## src/rtl/hilo_unit_if.sv

```systemverilog
// EX-stage <-> HI/LO unit bundle: product issue, flush, MT writes, MF reads and status.
interface hilo_unit_if #(
  parameter int DATA_WIDTH = 32
);
  logic [2*DATA_WIDTH-1:0] product;
  logic                    productValid;
  logic                    flush;
  logic                    mthi;
  logic                    mtlo;
  logic [DATA_WIDTH-1:0]   wrData;
  logic                    mfhi;
  logic                    mflo;
  logic [DATA_WIDTH-1:0]   rdData;
  logic [DATA_WIDTH-1:0]   hiOut;
  logic [DATA_WIDTH-1:0]   loOut;
  logic                    busy;
  logic                    stall;
  logic                    Z;
  logic                    S;

  modport master (
    output product, productValid, flush, mthi, mtlo, wrData, mfhi, mflo,
    input  rdData, hiOut, loOut, busy, stall, Z, S
  );

  modport slave (
    input  product, productValid, flush, mthi, mtlo, wrData, mfhi, mflo,
    output rdData, hiOut, loOut, busy, stall, Z, S
  );
endinterface

```

## src/rtl/hilo_unit.sv

```systemverilog
// HI/LO register owner with an MULT_LATENCY-deep product pipeline and EX-stage interlock.
// Define HILO_FWD_EN to forward the retiring product to MFHI/MFLO instead of stalling them.
module hilo_unit #(
  parameter int DATA_WIDTH   = 32,
  parameter int MULT_LATENCY = 3
) (
  input  logic        clk,
  input  logic        rst_n,
  hilo_unit_if.slave  bus
);
  localparam int PW   = 2 * DATA_WIDTH;
  localparam int LAST = MULT_LATENCY - 1;

  logic [MULT_LATENCY-1:0] vld_q, vld_d;
  logic [PW-1:0]           dat_q [MULT_LATENCY];
  logic [PW-1:0]           dat_d [MULT_LATENCY];
  logic [DATA_WIDTH-1:0]   hi_q, hi_d, lo_q, lo_d;
  logic                    z_q, z_d, s_q, s_d;

  logic                    busy, accept, retire, rd_req, wr_req, rd_stall, stall;
  logic [DATA_WIDTH-1:0]   rd_hi, rd_lo, rd_dat;

  always_comb begin
    busy   = |vld_q;
    accept = bus.productValid & ~busy & ~bus.flush;
    retire = vld_q[LAST] & ~bus.flush;
    rd_req = bus.mfhi | bus.mflo;
    wr_req = bus.productValid | bus.mthi | bus.mtlo;
`ifdef HILO_FWD_EN
    // The retiring product is already known, so reads can bypass the registers.
    rd_stall = rd_req & ~vld_q[LAST];
    rd_hi    = vld_q[LAST] ? dat_q[LAST][PW-1:DATA_WIDTH] : hi_q;
    rd_lo    = vld_q[LAST] ? dat_q[LAST][DATA_WIDTH-1:0]  : lo_q;
`else
    rd_stall = rd_req;
    rd_hi    = hi_q;
    rd_lo    = lo_q;
`endif
    // Uses pre-flush busy on purpose: a flush does not release this cycle's requests.
    stall  = busy & (wr_req | rd_stall);

    rd_dat = '0;
    if (!stall) begin
      if (bus.mfhi)      rd_dat = rd_hi;
      else if (bus.mflo) rd_dat = rd_lo;
    end
  end

  always_comb begin
    vld_d    = '0;
    vld_d[0] = accept;
    dat_d[0] = accept ? bus.product : dat_q[0];
    for (int k = 1; k < MULT_LATENCY; k++) begin
      vld_d[k] = vld_q[k-1] & ~bus.flush;
      dat_d[k] = dat_q[k-1];
    end
  end

  // MT writes only happen when idle and retire only when busy, so they never collide.
  always_comb begin
    hi_d = hi_q;
    lo_d = lo_q;
    z_d  = z_q;
    s_d  = s_q;
    if (!busy && bus.mthi) hi_d = bus.wrData;
    if (!busy && bus.mtlo) lo_d = bus.wrData;
    if (retire) begin
      hi_d = dat_q[LAST][PW-1:DATA_WIDTH];
      lo_d = dat_q[LAST][DATA_WIDTH-1:0];
      z_d  = ~|dat_q[LAST];
      s_d  = dat_q[LAST][PW-1];
    end
  end

  always_ff @(posedge clk or negedge rst_n) begin
    if (!rst_n) begin
      vld_q <= '0;
      for (int k = 0; k < MULT_LATENCY; k++) dat_q[k] <= '0;
      hi_q  <= '0;
      lo_q  <= '0;
      z_q   <= 1'b0;
      s_q   <= 1'b0;
    end else begin
      vld_q <= vld_d;
      for (int k = 0; k < MULT_LATENCY; k++) dat_q[k] <= dat_d[k];
      hi_q  <= hi_d;
      lo_q  <= lo_d;
      z_q   <= z_d;
      s_q   <= s_d;
    end
  end

  assign bus.rdData = rd_dat;
  assign bus.hiOut  = hi_q;
  assign bus.loOut  = lo_q;
  assign bus.busy   = busy;
  assign bus.stall  = stall;
  assign bus.Z      = z_q;
  assign bus.S      = s_q;
endmodule

```

## src/flat_wrapper.sv

```systemverilog
// flat-port wrapper written by rule: the top's interface ports become plain ports
module hilo_unit_flat 
#(
  parameter int DATA_WIDTH   = 32,
  parameter int MULT_LATENCY = 3
)
  (clk, rst_n, bus_product, bus_productValid, bus_flush, bus_mthi, bus_mtlo, bus_wrData, bus_mfhi, bus_mflo, bus_rdData, bus_hiOut, bus_loOut, bus_busy, bus_stall, bus_Z, bus_S);
  hilo_unit_if #(.DATA_WIDTH(DATA_WIDTH)) bus_i ();
  input  logic clk;
  input  logic rst_n;
  input wire logic [$bits(bus_i.product)-1:0] bus_product;
  input wire logic [$bits(bus_i.productValid)-1:0] bus_productValid;
  input wire logic [$bits(bus_i.flush)-1:0] bus_flush;
  input wire logic [$bits(bus_i.mthi)-1:0] bus_mthi;
  input wire logic [$bits(bus_i.mtlo)-1:0] bus_mtlo;
  input wire logic [$bits(bus_i.wrData)-1:0] bus_wrData;
  input wire logic [$bits(bus_i.mfhi)-1:0] bus_mfhi;
  input wire logic [$bits(bus_i.mflo)-1:0] bus_mflo;
  output wire logic [$bits(bus_i.rdData)-1:0] bus_rdData;
  output wire logic [$bits(bus_i.hiOut)-1:0] bus_hiOut;
  output wire logic [$bits(bus_i.loOut)-1:0] bus_loOut;
  output wire logic [$bits(bus_i.busy)-1:0] bus_busy;
  output wire logic [$bits(bus_i.stall)-1:0] bus_stall;
  output wire logic [$bits(bus_i.Z)-1:0] bus_Z;
  output wire logic [$bits(bus_i.S)-1:0] bus_S;
  assign bus_i.product = bus_product;
  assign bus_i.productValid = bus_productValid;
  assign bus_i.flush = bus_flush;
  assign bus_i.mthi = bus_mthi;
  assign bus_i.mtlo = bus_mtlo;
  assign bus_i.wrData = bus_wrData;
  assign bus_i.mfhi = bus_mfhi;
  assign bus_i.mflo = bus_mflo;
  assign bus_rdData = bus_i.rdData;
  assign bus_hiOut = bus_i.hiOut;
  assign bus_loOut = bus_i.loOut;
  assign bus_busy = bus_i.busy;
  assign bus_stall = bus_i.stall;
  assign bus_Z = bus_i.Z;
  assign bus_S = bus_i.S;
  hilo_unit #(.DATA_WIDTH(DATA_WIDTH), .MULT_LATENCY(MULT_LATENCY)) u_core (.clk(clk), .rst_n(rst_n), .bus(bus_i));
endmodule
```

## config.mk

```make
export PLATFORM = sky130hd
export DESIGN_NAME = hilo_unit_flat
export DESIGN_NICKNAME = d
export VERILOG_FILES = /design/src/rtl/hilo_unit_if.sv /design/src/rtl/hilo_unit.sv /design/src/flat_wrapper.sv
export SDC_FILE = /design/constraint.sdc
export NUM_CORES = 1
export LEC_CHECK = 0
export ABC_AREA = 0
export CAP_MARGIN = 10
export CORE_ASPECT_RATIO = 1.75
export CORE_MARGIN = 2
export CORE_UTILIZATION = 50
export CTS_CLUSTER_DIAMETER = 150
export DETAILED_ROUTE_END_ITERATION = 16
export GPL_ROUTABILITY_DRIVEN = 0
export PLACE_DENSITY_LB_ADDON = 0.08
export SYNTH_ARGS = -nofsm -noshare
export SYNTH_HDL_FRONTEND = slang
export SYNTH_SLANG_ARGS = --single-unit
```

## constraint.sdc

```tcl
create_clock -name clk -period 1.7 [get_ports clk]
set_clock_uncertainty 0.05 [all_clocks]
set_input_delay 0.17 -clock clk [delete_from_list [all_inputs] [get_ports clk]]
set_output_delay 0.17 -clock clk [all_outputs]
set_load 0.02 [all_outputs]
```

**Yosys cells after proc, flatten, opt, wreduce, memory -nomap -nowiden**

Cells that the tools add are included.
Widths: inputs -> output; s select.

- Register bits: 261
- Bits of input ports: 104
- Output and inout bits: 100
- Logic and storage cells: 35

- Multiplexer cells: 7
- Bitwise operators: 12
- Reduce and logical (&&, ||, !) cells: 8

Operator list:

| cell | number |
|---|---|
| $mux 32 | 7 |
| $reduce_or 64->1 | 1 |
| $and 1x1->1 | 6 |
| $or 1x1->1 | 4 |
| $reduce_bool 2->1 | 2 |
| $reduce_or 3->1 | 1 |
| $logic_and 1x1->1 | 2 |
| $logic_not 1->1 | 2 |
| $not 1->1 | 2 |

**Depth between registers and ports, before layout**

- Word-level depth: 5
- Gate-level depth with buffers: 6
- Mapped depth without buffers: 4

**Least setup slack after synthesis**

Ideal clock, no wire load.

- Path type: flip-flop to output port
- Start point: reg u_core.vld_q[2]
- End point: out bus_rdData[22]
- Arrival: 1388 ps
- Required time: 1480 ps
- Slack: 92 ps
- Cell stages (with the launch flop): 5
- Path buffers: 1
- Cell sequence: dfrtp_1 > nor3_2 > a21oi_1 > clkbuf_1 > nor2_1

- Cells in the longest elaborated chain, start to end: 3

RTL lines:

| element | RTL line | text |
|---|---|---|
| start, declared | hilo_unit.sv:14 | `logic [MULT_LATENCY-1:0] vld_q, vld_d;` |
| start signal, assigned | hilo_unit.sv:84 | `vld_q <= vld_d;` |
| $reduce_or 3->1 | hilo_unit.sv:24 | `busy = \|vld_q;` |
| $and 1x1->1 | hilo_unit.sv:40 | `stall = busy & (wr_req \| rd_stall);` |
| named net bus_stall | flat_wrapper.sv:23 | `output wire logic [$bits(bus_i.stall)-1:0] bus_stall;` |
| $mux 32 | hilo_unit.sv:43 | `if (!stall) begin` |
| end, declared | flat_wrapper.sv:19 | `output wire logic [$bits(bus_i.rdData)-1:0] bus_rdData;` |

The timed path passes the listed nets, and every way through them passes these cells.

**Worst setup path after layout**

- Start point: reg u_core.vld_q[1]
- End point: out bus_busy

- Cells in the longest elaborated chain, start to end: 1

RTL lines:

| element | RTL line | text |
|---|---|---|
| $reduce_or 3->1 | hilo_unit.sv:24 |  |
| end, declared | flat_wrapper.sv:22 | `output wire logic [$bits(bus_i.busy)-1:0] bus_busy;` |

Every way passes these cells.

==> impl_metrics.ini <==
[global_route]
grt_max_degree = 82
track_usage_pct = 23.6
grt_pass1_wl_um = 35700
grt_overflow = 0
antenna_found_initial = 0
grt_pass1_vias = 6607

[worst_setup_path]
endpoint_kind = output port
worstPathRequired_ns = 1.48
reg2reg_from = u_core.vld_q[1]
endpoint = bus_busy
arrival_ns = 1.71
worstSetupStartpointType = flip-flop
reg2reg_slack_ns = -0.16
startpoint = u_core.vld_q[1]
worstPathMaxFanout = 4
reg2reg_depth = 6
worstSetupPathType = flip-flop to output port
rr_endpoint = u_core.bus.hiOut[10]

[route]
wl_per_cell_um = 19.6
drc = 0
drt_iter0_markers = 315
num_vias = 6114
dr.pass1.iters = 4
drtAntennaViolNets = 0
via_per_inst = 5.28
totalWireLength_um = 22700

[yosys]
synth_cells = 660
yosysMostFrequentCell = dfrtp_1
synth_largest_area_cell = dfrtp_1
ys_warn_count = 0
synthTopCellsByCount = 261 x dfrtp_1, 65 x nand2_1, 65 x o21ai_1
synth.yosys.seq_area_share_pct = 70.2
synth_top_cell_area_share_pct = 70.2
synth-edff-count = 0
synth_ff_type = dfrtp_1
synth_fp_nets = 764
avgSynthCellArea_um2 = 14.1
ys_ff_latch = 261
netlist_area_um2 = 9300
ys_types = 25
synth_top_cells_by_area = dfrtp_1 70%, mux2_1 7.8%, mux2i_1 6.9%, o21ai_1 3.5%, nand2_1 2.6%
async_reset_ff_share_pct = 100

[layout]
nets = 1012
area_growth_pct = 39.7
drive_gt1_share_pct = 18.6
diodes = 0
fin_cells = 1159

[die]
start_util_pct = 50.5
ios = 204
num_rows = 66
chipWidth_um = 107
core_um2 = 18400
dieArea_um2 = 19700
dieHeight_um = 184

[worst_hold_path]
hold_class = input port to async pin

[clocking]
cts_tree = built
cts_sinks = 261
clk_latency_ns = 0.50
cts_root_buf = clkbuf_16
h-tree-depth = 1
clk_pin_slew_ns = 0.07
cts.path.max_buffers = 3
numCtsBuffers = 22

[sta]
fin_crit_sh_pct = 113
rsz0062_at_grt = true
fmax_mhz = 519
finalSetupViolCount = 162
whs_ns = 0.123
tightest_slew_ns = 0.465
finalMaxSlewViolations = 0
setup_slack_ns = -0.228
final_hold_viol_count = 0
slew_headroom_pct = 68.7
period_needed_ns = 1.93

[run_status]
violations = setup timing
outcome = finished, violations left

[place]
placedCellCount = 1113
hpwl_um = 16000
port_buffers = 203

[power]
ir_drop_v = 0.000886
p_leak_uw = 0.00573
powerDensity_nw_per_um2 = 1250

[run]
maxCapViolCount = 0
placed cells by master (no fill, tap or decap), drive strengths merged, types with 30 or more instances in the layout:
cell type      Yosys  routed
clkdlybuf4s50      0     102
nand2             65      65
dfrtp            261     261
mux2i             64      64
nor2              33      33
dlygate4sd2        0      67
mux2              64      64
o21ai             65      65
clkbuf            24      30
a22oi             32      32
buf               16      90
state kept, by name, summed over array words and instances, names as in the netlist:
| name | flops |
|---|---|
| u_core.bus.S | 1 |
| u_core.bus.loOut | 32 |
| u_core.dat_d | 128 |
| u_core.bus.hiOut | 32 |
| u_core.dat_q | 64 |
| u_core.vld_q | 3 |
| u_core.bus.Z | 1 |
what timing repair did:
item | in CTS | in global routing
endpoints found under the hold margin | 261 | 0
pin swaps | 4 | 1
hold buffers | 1 | 0
gates cloned | 4 | 0
gates resized for setup | 262 | 31
setup endpoints to repair | 229 | 162
setup buffers | 2 | 2
critical path, cell delays in order, from the launching register on:
cell           delay [ns]
dfrtp_1              0.41
nor3_4               0.27
buf_4                0.17
inv_1                0.04
dlygate4sd2_1        0.31
kinds of logic (layout without fill, tap and decap cells):
group           after synthesis  after routing  synth area share (%)
compound gates               99             99                  6.20
flops                       261            261                  70.2
buf+inv                      44            305                  2.83
simple gates                128            128                  6.10
mux                         128            128                  14.6
routing by layer:
metal	part of all wire [%]	vias to the layer above	wire length (µm)	GRT usage [%]
met3	5.7	33	1290	3.08
met4	2.1	0	465	6.29
met1	39	3100	8770	29.8
li1	-	2783	-	-
met5	0	-	0	0
met2	54	198	12100	42.5
how the worst min path moves through the flow:
stage / startpoint / end / slack (ns)
2_1_floorplan: rst_n / u_core.bus.S / -0.18
3_5_place_dp: rst_n / u_core.bus.S / 0.07
5_1_grt: rst_n / u_core.bus.S / 0.16
6_report: rst_n / u_core.bus.S / 0.12
4_1_cts: rst_n / u_core.bus.S / 0.14
3_3_place_gp: rst_n / u_core.bus.S / 0.07
through the flow:
stage | total power [µW] | TNS, ns | setup slack, ns | instance area, µm² | utilization (%)
after floorplan | 9530 | 0 | 0.0923 | 9300 | -
after global placement | 11400 | -27.87 | -0.486 | 12000 | 65.3
after detailed placement | 11500 | -30.63 | -0.495 | 12000 | 65.3
after CTS | 16300 | -18.50 | -0.228 | 12900 | 69.9
after global routing | 17000 | -27.75 | -0.291 | 13000 | 70.5
final | 16300 | -20.43 | -0.228 | 13000 | 70.5
cell type report:
| type | count | area, µm² |
|---|---|---|
| clock inverter | 7 | 60.1 |
| tap | 238 | 298 |
| fill | 1318 | 5430 |
| sequential | 261 | 6530 |
| clock buffer | 30 | 642 |
| inverter | 4 | 15.0 |
| timing repair buffer | 264 | 2730 |
| multi-input combinational | 355 | 2710 |
where the power goes:
group,internal (µW),switching (µW)
clock network,2780,2100
logic,1550,1530
registers,7480,810
Power figures use the tool's default switching activity.
